**src/rtl/program_loader.sv**
```systemverilog
// ---------------------------------------------------------------------------
// program_loader
//
// Purpose:
//   Writer-side counterpart of the instruction ROM. Receives a program as a
//   byte stream, assembles bytes little-endian into 32-bit words and writes
//   them into a writable program memory. Byte addresses start at
//   BASE_ADDRESS and step by 4. The core is held in reset while a load is
//   in progress, and a one-cycle Done_o pulse marks the end of a load.
//
// Ports:
//   clk              in   system clock, rising edge
//   reset            in   synchronous, active-high reset
//   Start_i          in   one-cycle load request, honoured only in IDLE
//   Word_Count_i     in   number of words to load (clamped to MEMORY_DEPTH)
//   Byte_i           in   incoming program byte
//   Byte_Valid_i     in   Byte_i is valid
//   Byte_Ready_o     out  loader accepts a byte this cycle
//   Mem_Write_o      out  write strobe to program memory
//   Mem_Address_o    out  byte address of the word being written
//   Mem_Data_o       out  assembled instruction word
//   Busy_o           out  load in progress
//   Cpu_Reset_o      out  holds the core in reset while busy
//   Checksum_Error_o out  (checksum build only) checksum byte did not match
//   Done_o           out  one-cycle pulse at the end of a load
//
// Build option:
//   PROGRAM_LOADER_CHECKSUM_EN - when defined, a CHECK state follows the
//   last word and consumes one checksum byte C. Checksum_Error_o is raised
//   if (sum of all data bytes + C) mod 256 != 0.
// ---------------------------------------------------------------------------
module program_loader #(
  parameter int          DATA_WIDTH   = 32,
  parameter int          MEMORY_DEPTH = 32,
  parameter logic [31:0] BASE_ADDRESS = 32'h0040_0000
) (
  input  logic                  clk,
  input  logic                  reset,
  input  logic                  Start_i,
  input  logic [15:0]           Word_Count_i,
  input  logic [7:0]            Byte_i,
  input  logic                  Byte_Valid_i,
  output logic                  Byte_Ready_o,
  output logic                  Mem_Write_o,
  output logic [31:0]           Mem_Address_o,
  output logic [DATA_WIDTH-1:0] Mem_Data_o,
  output logic                  Busy_o,
  output logic                  Cpu_Reset_o,
`ifdef PROGRAM_LOADER_CHECKSUM_EN
  output logic                  Checksum_Error_o,
`endif
  output logic                  Done_o
);

  // Word counter sized so that MEMORY_DEPTH itself is representable.
  localparam int              CW       = $clog2(MEMORY_DEPTH + 1);
  localparam logic [15:0]     DEPTH16  = 16'(MEMORY_DEPTH);
  localparam logic [CW-1:0]   DEPTH_CW = CW'(MEMORY_DEPTH);

  typedef enum logic [2:0] {
    IDLE,
    RECEIVE,
    WRITE,
    DONE
`ifdef PROGRAM_LOADER_CHECKSUM_EN
    ,
    CHECK
`endif
  } state_t;

  state_t                state;
  state_t                next_state;

  logic [1:0]            byte_idx;
  logic [CW-1:0]         word_idx;
  logic [CW-1:0]         num_words;
  logic [CW-1:0]         clamped_count;
  logic [31:0]           addr_reg;
  logic [DATA_WIDTH-1:0] data_reg;
  logic [DATA_WIDTH-1:0] data_next;
  logic [31:0]           mem_addr_reg;
  logic [DATA_WIDTH-1:0] mem_data_reg;
  logic                  busy_reg;

  logic                  handshake;
  logic                  start_accept;
  logic                  last_byte;
  logic                  last_word;

`ifdef PROGRAM_LOADER_CHECKSUM_EN
  logic [7:0]            sum;
  logic                  checksum_error;
`endif

  // Handshake and decode helpers. Ready comes purely from state, so the
  // handshake is valid AND ready with no path from valid back to ready.
  assign handshake     = Byte_Valid_i & Byte_Ready_o;
  assign start_accept  = (state == IDLE) & Start_i;
  assign last_byte     = handshake & (state == RECEIVE) & (byte_idx == 2'd3);
  assign last_word     = ((word_idx + CW'(1)) == num_words);
  assign clamped_count = (Word_Count_i > DEPTH16) ? DEPTH_CW : Word_Count_i[CW-1:0];

  // Insert the incoming byte into its little-endian lane of the word being
  // assembled; this is also the word captured on the fourth byte.
  always_comb begin
    data_next = data_reg;
    data_next[{byte_idx, 3'b000} +: 8] = Byte_i;
  end

  // State register.
  always_ff @(posedge clk) begin
    if (reset) begin
      state <= IDLE;
    end else begin
      state <= next_state;
    end
  end

  // Next-state logic and state-decoded strobes.
  always_comb begin
    next_state   = state;
    Byte_Ready_o = 1'b0;
    Mem_Write_o  = 1'b0;
    Done_o       = 1'b0;
    unique case (state)
      IDLE: begin
        if (Start_i) begin
          if (clamped_count == '0) begin
`ifdef PROGRAM_LOADER_CHECKSUM_EN
            next_state = CHECK;
`else
            next_state = DONE;
`endif
          end else begin
            next_state = RECEIVE;
          end
        end
      end
      RECEIVE: begin
        Byte_Ready_o = 1'b1;
        if (last_byte) begin
          next_state = WRITE;
        end
      end
      WRITE: begin
        Mem_Write_o = 1'b1;
        if (last_word) begin
`ifdef PROGRAM_LOADER_CHECKSUM_EN
          next_state = CHECK;
`else
          next_state = DONE;
`endif
        end else begin
          next_state = RECEIVE;
        end
      end
`ifdef PROGRAM_LOADER_CHECKSUM_EN
      CHECK: begin
        Byte_Ready_o = 1'b1;
        if (handshake) begin
          next_state = DONE;
        end
      end
`endif
      DONE: begin
        Done_o     = 1'b1;
        next_state = IDLE;
      end
      default: begin
        next_state = IDLE;
      end
    endcase
  end

  // Datapath. The memory address/data outputs are separate registers so
  // they read 0 out of reset and hold the last written word between writes,
  // while addr_reg already points at the next word. Busy is registered from
  // next_state so Busy_o/Cpu_Reset_o come straight from a flop.
  always_ff @(posedge clk) begin
    if (reset) begin
      byte_idx     <= 2'd0;
      word_idx     <= '0;
      num_words    <= '0;
      addr_reg     <= BASE_ADDRESS;
      data_reg     <= '0;
      mem_addr_reg <= '0;
      mem_data_reg <= '0;
      busy_reg     <= 1'b0;
    end else begin
      busy_reg <= (next_state != IDLE);

      if (start_accept) begin
        num_words <= clamped_count;
        word_idx  <= '0;
        addr_reg  <= BASE_ADDRESS;
        byte_idx  <= 2'd0;
      end

      if ((state == RECEIVE) && handshake) begin
        data_reg <= data_next;
        byte_idx <= byte_idx + 2'd1;
        if (byte_idx == 2'd3) begin
          mem_addr_reg <= addr_reg;
          mem_data_reg <= data_next;
        end
      end

      if (state == WRITE) begin
        word_idx <= word_idx + CW'(1);
        addr_reg <= addr_reg + 32'd4;
        byte_idx <= 2'd0;
      end
    end
  end

`ifdef PROGRAM_LOADER_CHECKSUM_EN
  // Running mod-256 sum of data bytes and the sticky error flag. Both are
  // cleared when a new load is accepted so each load is judged on its own.
  always_ff @(posedge clk) begin
    if (reset) begin
      sum            <= 8'd0;
      checksum_error <= 1'b0;
    end else begin
      if (start_accept) begin
        sum            <= 8'd0;
        checksum_error <= 1'b0;
      end
      if ((state == RECEIVE) && handshake) begin
        sum <= sum + Byte_i;
      end
      if ((state == CHECK) && handshake) begin
        checksum_error <= ((sum + Byte_i) != 8'd0);
      end
    end
  end

  assign Checksum_Error_o = checksum_error;
`endif

  assign Mem_Address_o = mem_addr_reg;
  assign Mem_Data_o    = mem_data_reg;
  assign Busy_o        = busy_reg;
  assign Cpu_Reset_o   = busy_reg;

endmodule

```
**config.mk**
```make
export PLATFORM = sky130hd
export DESIGN_NAME = program_loader
export DESIGN_NICKNAME = d
export VERILOG_FILES = /design/src/rtl/program_loader.sv
export SDC_FILE = /design/constraint.sdc
export NUM_CORES = 1
export LEC_CHECK = 0
export BUFFER_PORTS_ARGS = -buffer_cell sky130_fd_sc_hd__buf_4
export CAP_MARGIN = 0
export CELL_PAD_IN_SITES_DETAIL_PLACEMENT = 1
export CELL_PAD_IN_SITES_GLOBAL_PLACEMENT = 1
export CORE_MARGIN = 1.5
export CORE_UTILIZATION = 41
export DETAILED_ROUTE_END_ITERATION = 12
export PLACE_DENSITY = 0.88
export SYNTH_ARGS = -nofsm -noshare
export SYNTH_HDL_FRONTEND = slang
export SYNTH_SLANG_ARGS = --single-unit
```
**constraint.sdc**
```tcl
create_clock -name clk -period 2.3 [get_ports clk]
set_input_delay 0.46 -clock clk [delete_from_list [all_inputs] [get_ports clk]]
set_output_delay 0.46 -clock clk [all_outputs]
set_load 0.02 [all_outputs]
```
# Yosys cells after proc, flatten, opt, wreduce, memory -nomap -nowiden
# Cells that the tools add are included.
[word_totals] output_inout_bits=69 ff_bits=146 elab_cells=49
[op_classes] n_eq_ne=5 n_reduce_logical=8 add_sub_neg=4 mux=16 magnitude_cmp=1 shifts=2 bitwise=4
[op_table] op="2-to-1 mux 32 bit" n=2
[op_table] op="adder 32 x 3 -> 32 bit (second input constant)" n=1
[op_table] op="bitwise mux 32 bit" n=1
[op_table] op="variable shift 8 x 7 -> 32 bit (first input constant)" n=1
[op_table] op="indexed part select 8 x 7 -> 32 bit" n=1
[op_table] op="2-to-1 mux 6 bit" n=3
[op_table] op="greater-than comparator 16 x 6 -> 1 bit (second input constant)" n=1
[op_table] op="case mux 3 bit (3 select lines)" n=1
[op_table] op="2-to-1 mux 2 bit" n=4
[op_table] op="negation 5 -> 7 bit" n=1
[op_table] op="adder 6 x 1 -> 6 bit (second input constant)" n=1
[op_table] op="equality test 3 x 2 -> 1 bit (second input constant)" n=2
[op_table] op="equality test 6 bit" n=1
[op_table] op="zero test 6 bit" n=1
[op_table] op="2-to-1 mux 3 bit" n=2
[op_table] op="bitwise AND 1 bit" n=4
[op_table] op="nonzero test 2 bit" n=2
[op_table] op="equality test 3 x 1 -> 1 bit (second input constant)" n=1
[op_table] op="zero test 3 bit" n=1
[op_table] op="2-to-1 mux 1 bit" n=3
[op_table] op="nonzero test 3 bit" n=1
[op_table] op="adder 2 x 1 -> 2 bit (second input constant)" n=1
[op_table] op="equality test 2 bit (second input constant)" n=1
[op_table] op="AND reduction 2 bit" n=1
[op_table] op="2 further kinds" n=2

# Logic depth before layout (Yosys ltp)
# Gate-level depths: netlist of the first run.
[depth] depth_word=8 mapped_depth=9 mapped_depth_nobuf=7

# Worst setup path after synthesis of the first run
# Ideal clock, no wire load.
[synth_path] path_kind="register -> register" start="register byte_idx[0]" end="register mem_data_reg[18] (netlist: Mem_Data_o[18])" synth_period_minus_slack_ps=1952 arrival_time_ps=1866 slack_ps=348 setup_time_ps=86 stages_incl_launch_ff=7 cell_sequence="dfxtp_1 inv_1 ha_1 clkinv_1 nor4b_2 a22oi_1 a211oi_1"
[synth_between] elab_chain_cells=3
[synth_rtl] item="start: declaration" line_no="74" rtl="logic [1:0] byte_idx;"
[synth_rtl] item="start signal: assignment" line_no="201" rtl="byte_idx <= byte_idx + 2'd1;"
[synth_rtl] item="negation 5 -> 7 bit" line_no="107" rtl="data_next[{byte_idx, 3'b000} +: 8] = Byte_i;"
[synth_rtl] item="indexed part select 8 x 7 -> 32 bit or variable shift 8 x 7 -> 32 bit (tied branches)" line_no="107"
[synth_rtl] item="bitwise mux 32 bit" line_no="107"
[synth_rtl] item="end signal: assignment" line_no="204" rtl="mem_data_reg <= data_next;"
[synth_rtl] item="end: declaration" line_no="82" rtl="logic [DATA_WIDTH-1:0] mem_data_reg;"
# Parallel ways exist; a longest one is shown, timed or not.
# A chain may end at the register's enable or synchronous reset.

# Worst setup path after layout of the first run
[layout_path] start="register state[1]" end="output Mem_Write_o"
[layout_between] elab_chain_cells=2
[layout_rtl] item="start: declaration" line_no="71" rtl="state_t state;"
[layout_rtl] item="start signal: assignment" line_no="115" rtl="state <= next_state;"
[layout_rtl] item="equality test 3 x 2 -> 1 bit" line_no="125" rtl="unique case (state)"
[layout_rtl] item="2-to-1 mux 1 bit" line_no="125"
[layout_rtl] item="end: declaration" line_no="44" rtl="output logic Mem_Write_o,"
# Every way passes these cells.

==> results of run 1 <==
## worst max-delay path, stage by stage, from the launching register on
cell and delay (ns):
dfxtp_1 0.49, or3b_4 0.54, inv_1 0.17, buf_4 0.17
## cells in the final DEF, fill, tap and decap left out, types with 5 or more instances in the layout
master     count
ha_1           7
a221oi_1      18
a21oi_1       53
o31ai_1        5
a22oi_1       27
and2_1         6
inv_1          8
nand4_1       11
or3_1          5
nand3_1       21
dfxtp_1      134
clkinv_2       5
clkbuf_16     17
buf_4        111
a211oi_1      15
nor2_1        80
o211ai_1      10
xnor2_1        7
nand4b_1       5
mux2_1         6
nand2_1      101
nor3_1        28
## through the flow
step,setup slack (ns),cells,hold WS [ns]
after floorplan,0.348,658,0.441
after global placement,0.437,900,0.440
after detailed placement,0.267,900,0.447
after CTS,0.0459,932,0.254
after global routing,0.0272,932,0.261
final,0.0504,932,0.267
## cells by family (layout without fill, tap and decap cells)
group	Yosys count	count (layout)
compound gates	146	146
xor+xnor	10	10
fa+ha+maj	7	7
buf+inv	56	154
flops	134	134
mux	8	8
other cells	1	3
simple gates	294	294
## final cells by class
cell class | instances | share of cell area
timing repair buffer | 113 | 0.123
sequential | 134 | 0.379
clock buffer | 23 | 0.0675
multi-input combinational | 468 | 0.381
inverter | 9 | 0.00477
clock inverter | 9 | 0.0141
tap | 176 | 0.0311
## report_power, final
group / total [W] / internal (W) / switching (W)
registers: 0.00233 / 0.00233 / 0.00000629
clock network: 0.00266 / 0.00167 / 0.000989
logic: 0.000170 / 0.0000602 / 0.000110
total: 0.00516 / 0.00406 / 0.00110
## worst paths after layout
kind | from | to | depth (start not counted)
worst max-delay path | state[1]$_SDFF_PP0_ | Mem_Write_o | 3
worst min-delay path | Word_Count_i[3] | num_words[3]$_SDFFE_PP0P_ | 2
worst max register to register | state[1]$_SDFF_PP0_ | addr_reg[12]$_SDFFE_PP0P_ | 5
worst min register to register | Mem_Address_o[6]$_SDFFE_PP0P_ | Mem_Address_o[6]$_SDFFE_PP0P_ | 2
## metal layers
metal / GRT usage / vias up / part of all wire
met5: 0 / - / 0
met4: 0.118 / 0 / 0.029
met3: 0.0566 / 46 / 0.048
met2: 0.438 / 154 / 0.53
met1: 0.271 / 2569 / 0.39
li1: - / 2511 / -
==> reports/metrics.yaml, run 1 <==
floorplan:
  die_h_um: 120
  die-area_um2: 14400
  ios: 97
  start_util: 0.423
  rows: 42
  coreArea_um2: 13300
  fp.dieW_um: 120
synthesis:
  synth_top_family_by_area: "simple AND/OR/NAND/NOR gates"
  synth_area_leaders: "dfxtp_1 (48%), nand2_1 (6.8%), nor2_1 (5.3%), a21oi_1 (4.7%), a22oi_1 (3.6%)"
  yosysWarnings: 0
  synthSimpleGateAreaFrac: 0.253
  synth_ff_type: "dfxtp_1"
  synth_edf_count: 0
  syn_inst: 656
  synth.most_common_cell: "dfxtp_1"
  synth_largest_area_cell: "dfxtp_1"
  asyncSetResetFlopFracSynth: 0
  ys_types: 55
  synth-adder-area-share: 0.0156
  ys_ff_latch: 134
  syn_area_per_cell_um2: 8.57
  syn_area_um2: 5620
  muxShareOfSynthArea: 0.0156
  yosysSeqAreaShare: 0.477
  synth_top_area_frac: 0.477
  synth-compound-area-share: 0.178
  synth_xor_xnor_area_share: 0.0156
  synth_common_cells: "dfxtp_1 (134), nand2_1 (102), nor2_1 (80)"
global_routing:
  grt_pass1_wl_um: 27800
  grt_pass1_vias: 5615
  grtUsageTotal: 0.244
  grt_max_degree: 53
  grt_overflow: 0
  antenna_found_initial: 0
worst_setup_path:
  end_kind: "primary output"
  critPathKind: "flip-flop to primary output"
  critPathMaxFanout: 13
  r2r_slack_ns: 0.22
  cp.required_ns: 1.84
  crit_arrival_ns: 1.79
  start_kind: "flip-flop"
cts:
  post_cts_resized: 0
  post_cts_buffers: 0
  cts_root_buffer: "clkbuf_16"
  h-tree-depth: 4
  cts_tree: "built"
  cts_hold_buffers: 0
  clkSinkCount: 134
  numCtsBuffers: 17
  clkSlewWorstSetupHoldPaths_ns: 0.06
  clk_latency_ns: 0.42
  cts_max_path_buffers: 2
pwr:
  p_leak_nw: 2.57
  totalPowerFinal_w: 0.00516
  irDropWorstVdd_v: 0.000459
  p_per_area_nw_per_um2: 729
timing:
  setup_viol: 0
  hold_viol: 0
  clock_skew_ns: 0.00652
  period_share: 0.978
  fmax_ghz: 0.445
  relSlewSlack: 0.513
  worst-slew-pin-transition_ns: 0.728
  finalSetupTns_ns: 0
  finalCriticalPeriod_ns: 2.25
  slew_viol_final: 0
  grt_setup_unrepaired: "no"
final_layout:
  antennaDiodeCount: 0
  post-route-util: 0.533
  fin_nets: 778
  largest_reg_flops: 32
  area_delta_synth_final_pct: 26.0
  fillers: 1550
  multi_input_area_um2: 2700
  drive_gt1_frac: 0.213
  seq_area_um2: 2680
  post-route-cell-area_um2: 7090
placed_design:
  port_buffers: 94
  placed_area_um2: 6510
  place.gp.congestion: 0.834
  dp_hpwl_um: 11600
route:
  vias_per_cell: 5.67
  vias: 5280
  ant_nets: 0
  wl_um: 17100
  drc: 0
  drt_iter0_drc: 344
  wl_per_cell_um: 18.4
  first_pass_iters: 4
flow_run:
  drv_cap: 0
worst_hold_path:
  min-delay-path-class: "input pin to flip-flop"
status:
  status: "completed"
No activity file was read; power rests on OpenSTA's default activity.
==> run 2, diff against run 1 <==
RECOVER_POWER = 50   (was not set)
==> run 2 against run 1 <==
Worst hold slack about the same. Global-route usage unchanged. Flip-flop and latch count unchanged. Register-to-register slack about the same. Wire length increased by 0.50%. Setup slack improved by 0.027 ns. Critical path type unchanged. Critical endpoint unchanged. Largest cell class unchanged. Largest power group unchanged.
==> reports/metrics.yaml, run 2 (synthesized netlist as in run 1, its figures left out) <==
route:
  vias_per_cell: 5.72
  first_pass_iters: 5
  wl_per_cell_um: 18.5
  vias: 5327
  drc: 0
  wl_um: 17200
  ant_nets: 0
  drt_iter0_drc: 325
placed_design:
  port_buffers: 94
  place.gp.congestion: 0.834
  dp_hpwl_um: 11600
  placed_area_um2: 6510
  pre_cts_ws_ns: 0.267
cts:
  cts_max_path_buffers: 2
  h-tree-depth: 4
  clk_latency_ns: 0.42
  clkSinkCount: 134
  cts_hold_buffers: 0
  post_cts_buffers: 0
  clkSlewWorstSetupHoldPaths_ns: 0.06
  cts_root_buffer: "clkbuf_16"
  numCtsBuffers: 17
  post_cts_resized: 0
  cts_tree: "built"
timing:
  fmax_ghz: 0.450
  finalSetupTns_ns: 0
  slew_viol_final: 0
  period_share: 0.967
  clock_skew_ns: 0.00536
  hold_viol: 0
  relSlewSlack: 0.441
  grt_setup_unrepaired: "no"
  timing.final.ws_setup_ns: 0.0770
  worst-slew-pin-transition_ns: 0.826
  finalCriticalPeriod_ns: 2.22
  hold_slack_ns: 0.267
  setup_viol: 0
worst_setup_path:
  crit_arrival_ns: 1.76
  reg2reg_to: "addr_reg[20]$_SDFFE_PP0P_"
  crit_chain: "or3b_4 > inv_1 > buf_4"
  cp.required_ns: 1.84
  start_kind: "flip-flop"
  critPathMaxStageDelay_ns: 0.53
  critPathSlowestCell: "or3b_4"
  critPathMaxFanout: 13
  end_kind: "primary output"
  ff2ff_path_depth: 5
  critPathKind: "flip-flop to primary output"
  crit-reg2reg-launch: "state[1]$_SDFF_PP0_"
  r2r_slack_ns: 0.23
global_routing:
  grt_use_met1: 0.271
  grt_overflow: 0
  met3_usage: 0.0566
  top_usage_layer: "met2"
  antenna_found_initial: 0
  use_met2: 0.438
  grtUsageTotal: 0.244
  grt_max_degree: 53
  grt_pass1_wl_um: 27800
  grt_pass1_vias: 5615
final_layout:
  area_delta_synth_final_pct: 21.2
  final_cell_mix: "dfxtp_1 (134), nand2_1 (101), nor2_1 (81)"
  final_common_cell: "dfxtp_1"
  post-route-cell-area_um2: 6810
  fin_nets: 778
  largest_reg_flops: 32
  antennaDiodeCount: 0
  drive_gt1_frac: 0.119
  fillers: 1601
floorplan:
  die-area_um2: 14400
  coreArea_um2: 13300
  die_h_um: 120
  ios: 97
  rows: 42
  fp.dieW_um: 120
  start_util: 0.423
worst_hold_path:
  worstHoldStart: "Word_Count_i[3]"
  holdPathEnd: "num_words[3]$_SDFFE_PP0P_"
  min-delay-path-class: "input pin to flip-flop"
  min_path_cells: 2
flow_run:
  drv_cap: 0
status:
  status: "completed"
pwr:
  p_per_area_nw_per_um2: 757
  p_leak_nw: 2.28
  irDropWorstVdd_v: 0.000457
-- run 2: cell types whose count changed in the layout (fill, tap and decap cells not counted), sizes merged --
| cell | delta |
|---|---|
| clkbuf | +69 |
| buf | -69 |
-- run 2: worst max path at each step --
stage	startpoint	end	slack [ns]	cells after the start
4_1_cts	state[1]$_SDFF_PP0_	Mem_Write_o	0.05	3
3_5_place_dp	byte_idx[0]$_SDFFE_PP0P_	Mem_Data_o[21]$_SDFFE_PP0P_	0.27	7
6_report	state[1]$_SDFF_PP0_	Mem_Write_o	0.08	3
3_3_place_gp	addr_reg[5]$_SDFFE_PP0P_	addr_reg[31]$_SDFFE_PP0P_	0.44	5
2_1_floorplan	byte_idx[0]$_SDFFE_PP0P_	Mem_Data_o[18]$_SDFFE_PP0P_	0.35	6
5_1_grt	byte_idx[0]$_SDFFE_PP0P_	Mem_Data_o[21]$_SDFFE_PP0P_	0.04	7
-- run 2: critical path: cells and delay by family, from the launching register on --
| kind | cells | cell delay, ns |
|---|---|---|
| flops | 1 | 0.48 |
| buf+inv | 2 | 0.33 |
| simple gates | 1 | 0.53 |
-- run 2: per-stage QoR --
step,total power [W],util,cells
after detailed placement,0.00255,0.489,900
after global placement,0.00254,0.489,900
after global routing,0.00533,0.513,932
after floorplan,0.00247,-,658
after CTS,0.00520,0.533,932
final,0.00516,0.513,932
-- run 2: final cells by class --
class                      count  area (um2)  area share
clock buffer                  23         478      0.0701
inverter                       9        33.8     0.00496
sequential                   134        2680       0.394
clock inverter                 9         100      0.0147
timing repair buffer         113         616      0.0903
tap                          176         220      0.0323
multi-input combinational    468        2680       0.394
-- run 2: per-layer routing --
| metal | up-vias | share of wire |
|---|---|---|
| met5 | - | 0 |
| met4 | 0 | 0.030 |
| met3 | 47 | 0.048 |
| met2 | 167 | 0.52 |
| met1 | 2596 | 0.40 |
| li1 | 2517 | - |
-- run 2: report_power, final --
group / internal [W] / switching, W
sequential: 0.00233 / 0.00000589
combinational: 0.0000574 / 0.000111
clock: 0.00167 / 0.000987
==> run 3, diff against run 2 <==
CORE_UTILIZATION = 34   (was 41)
PLACE_DENSITY = 0.77   (was 0.88)
==> run 3 against run 2 <==
Die area rose by 20%. Power increased by 0.58%. Non-clock buffer count is 4 lower. Global-route usage fell by 5.1 points. Final area is 0.72% higher. Clock skew grew 0.011 ns. Critical endpoint unchanged. Largest cell class is now flip-flops and latches.
==> reports/metrics.yaml, run 3 (synthesized netlist as in run 1, its figures left out) <==
status:
  status: "completed"
cts:
  clkSinkCount: 134
  cts_tree: "built"
  cts_max_path_buffers: 2
  clkSlewWorstSetupHoldPaths_ns: 0.06
  cts_root_buffer: "clkbuf_16"
  cts_hold_buffers: 0
  numCtsBuffers: 17
  clk_latency_ns: 0.43
  h-tree-depth: 4
route:
  wl_per_cell_um: 17.2
  vias: 5178
  wl_um: 16600
  drt_iter0_drc: 315
  first_pass_iters: 5
  met2_length_um: 7930
  ant_nets: 0
  vias_per_cell: 5.35
  routed.top_layer: "met4"
  m1WireLength_um: 7780
  drc: 0
  wl_met3_um: 675
global_routing:
  grt_max_degree: 81
  grt_overflow: 0
  grtUsageTotal: 0.194
  antenna_found_initial: 0
  grt_pass1_wl_um: 27200
  grt_pass1_vias: 5254
worst_hold_path:
  min-delay-path-class: "input pin to flip-flop"
floorplan:
  die_h_um: 132
  rows: 46
  start_util: 0.351
  fp.dieW_um: 132
  die-area_um2: 17300
  coreArea_um2: 16000
  ios: 97
worst_setup_path:
  crit_arrival_ns: 1.70
  r2r_slack_ns: 0.18
  critPathMaxFanout: 13
  end_kind: "primary output"
  start_kind: "flip-flop"
  cp.required_ns: 1.84
  critPathKind: "flip-flop to primary output"
final_layout:
  fin_nets: 774
  final_common_cell: "dfxtp_1"
  area_delta_synth_final_pct: 22.1
  final_cell_mix: "dfxtp_1 (133), nand2_1 (102), nor2_1 (81)"
  drive_gt1_frac: 0.120
  largest_reg_flops: 32
  antennaDiodeCount: 0
  post-route-cell-area_um2: 6860
flow_run:
  drv_cap: 0
timing:
  grt_setup_unrepaired: "no"
  worst-slew-pin-transition_ns: 0.610
  hold_viol: 0
  finalCriticalPeriod_ns: 2.16
  clock_skew_ns: 0.0161
  fmax_ghz: 0.463
  slew_viol_final: 0
  relSlewSlack: 0.589
  setup_viol: 0
  period_share: 0.938
  finalSetupTns_ns: 0
placed_design:
  port_buffers: 94
  dp_hpwl_um: 11200
  placed_area_um2: 6540
  place.gp.congestion: 0.824
pwr:
  irDropWorstVdd_v: 0.000530
  p_per_area_nw_per_um2: 756
  p_leak_nw: 2.26
  totalPowerFinal_w: 0.00519
[run 3: cell count changes in the layout (fill, tap and decap cells not counted), moves of 2 or more]
cell / before / now
clkinv_4: 0 / 6
clkinvlp_4: 2 / 4
clkbuf_8: 3 / 1
clkbuf_1: 71 / 67
clkinv_2: 5 / 2
buf_4: 42 / 38
[run 3: critical path, cell delays in order, from the launching register on]
cell and delay, ns:
dfxtp_2 0.40, or3b_4 0.51, clkinvlp_4 0.19, buf_4 0.17
[run 3: what timing repair did]
item	4_1_cts	5_1_grt
resized for setup	1	1
hold endpoints to repair	0	0
buffers inserted	0	0
endpoints found under the setup margin	1	1
[run 3: cell type report]
type / count / area (um2)
clock buffer: 18 / 439
clock inverter: 14 / 154
fill: 1956 / 9140
inverter: 9 / 37.5
multi-input combinational: 468 / 2680
sequential: 134 / 2680
tap: 216 / 270
timing repair buffer: 109 / 602
[run 3: power by group]
group | internal [W] | switching, W | total [W] | leakage [nW]
registers | 0.00233 | 0.00000544 | 0.00233 | 1.08
clock network | 0.00163 | 0.00106 | 0.00269 | 0.282
logic | 0.0000571 | 0.000109 | 0.000166 | 0.900
total | 0.00401 | 0.00118 | 0.00519 | 2.26
[run 3: stage by stage]
step	hold slack, ns	util	worst slack, ns	std cells
floorplan	0.441	-	0.348	658
global placement	0.441	0.409	0.408	936
detailed placement	0.449	0.409	0.248	936
CTS	0.249	0.446	0.0199	968
global route	0.256	0.429	0.0390	968
finish	0.264	0.429	0.142	968
[run 3: final timing paths]
path / from / endpoint / depth (start not counted)
setup reg to reg: byte_idx[0]$_SDFFE_PP0P_ / data_reg[20]$_SDFFE_PP0P_ / 7
setup / recovery: state[1]$_SDFF_PP0_ / Mem_Write_o / 3
hold / removal: Word_Count_i[0] / num_words[0]$_SDFFE_PP0P_ / 2
hold reg to reg: Mem_Data_o[30]$_SDFFE_PP0P_ / Mem_Data_o[30]$_SDFFE_PP0P_ / 2
[run 3: metal layers]
layer / vias to the layer above / GRT usage
met5: - / 0
met4: 0 / 0.0630
met3: 18 / 0.0494
met2: 121 / 0.324
met1: 2532 / 0.243
li1: 2507 / -
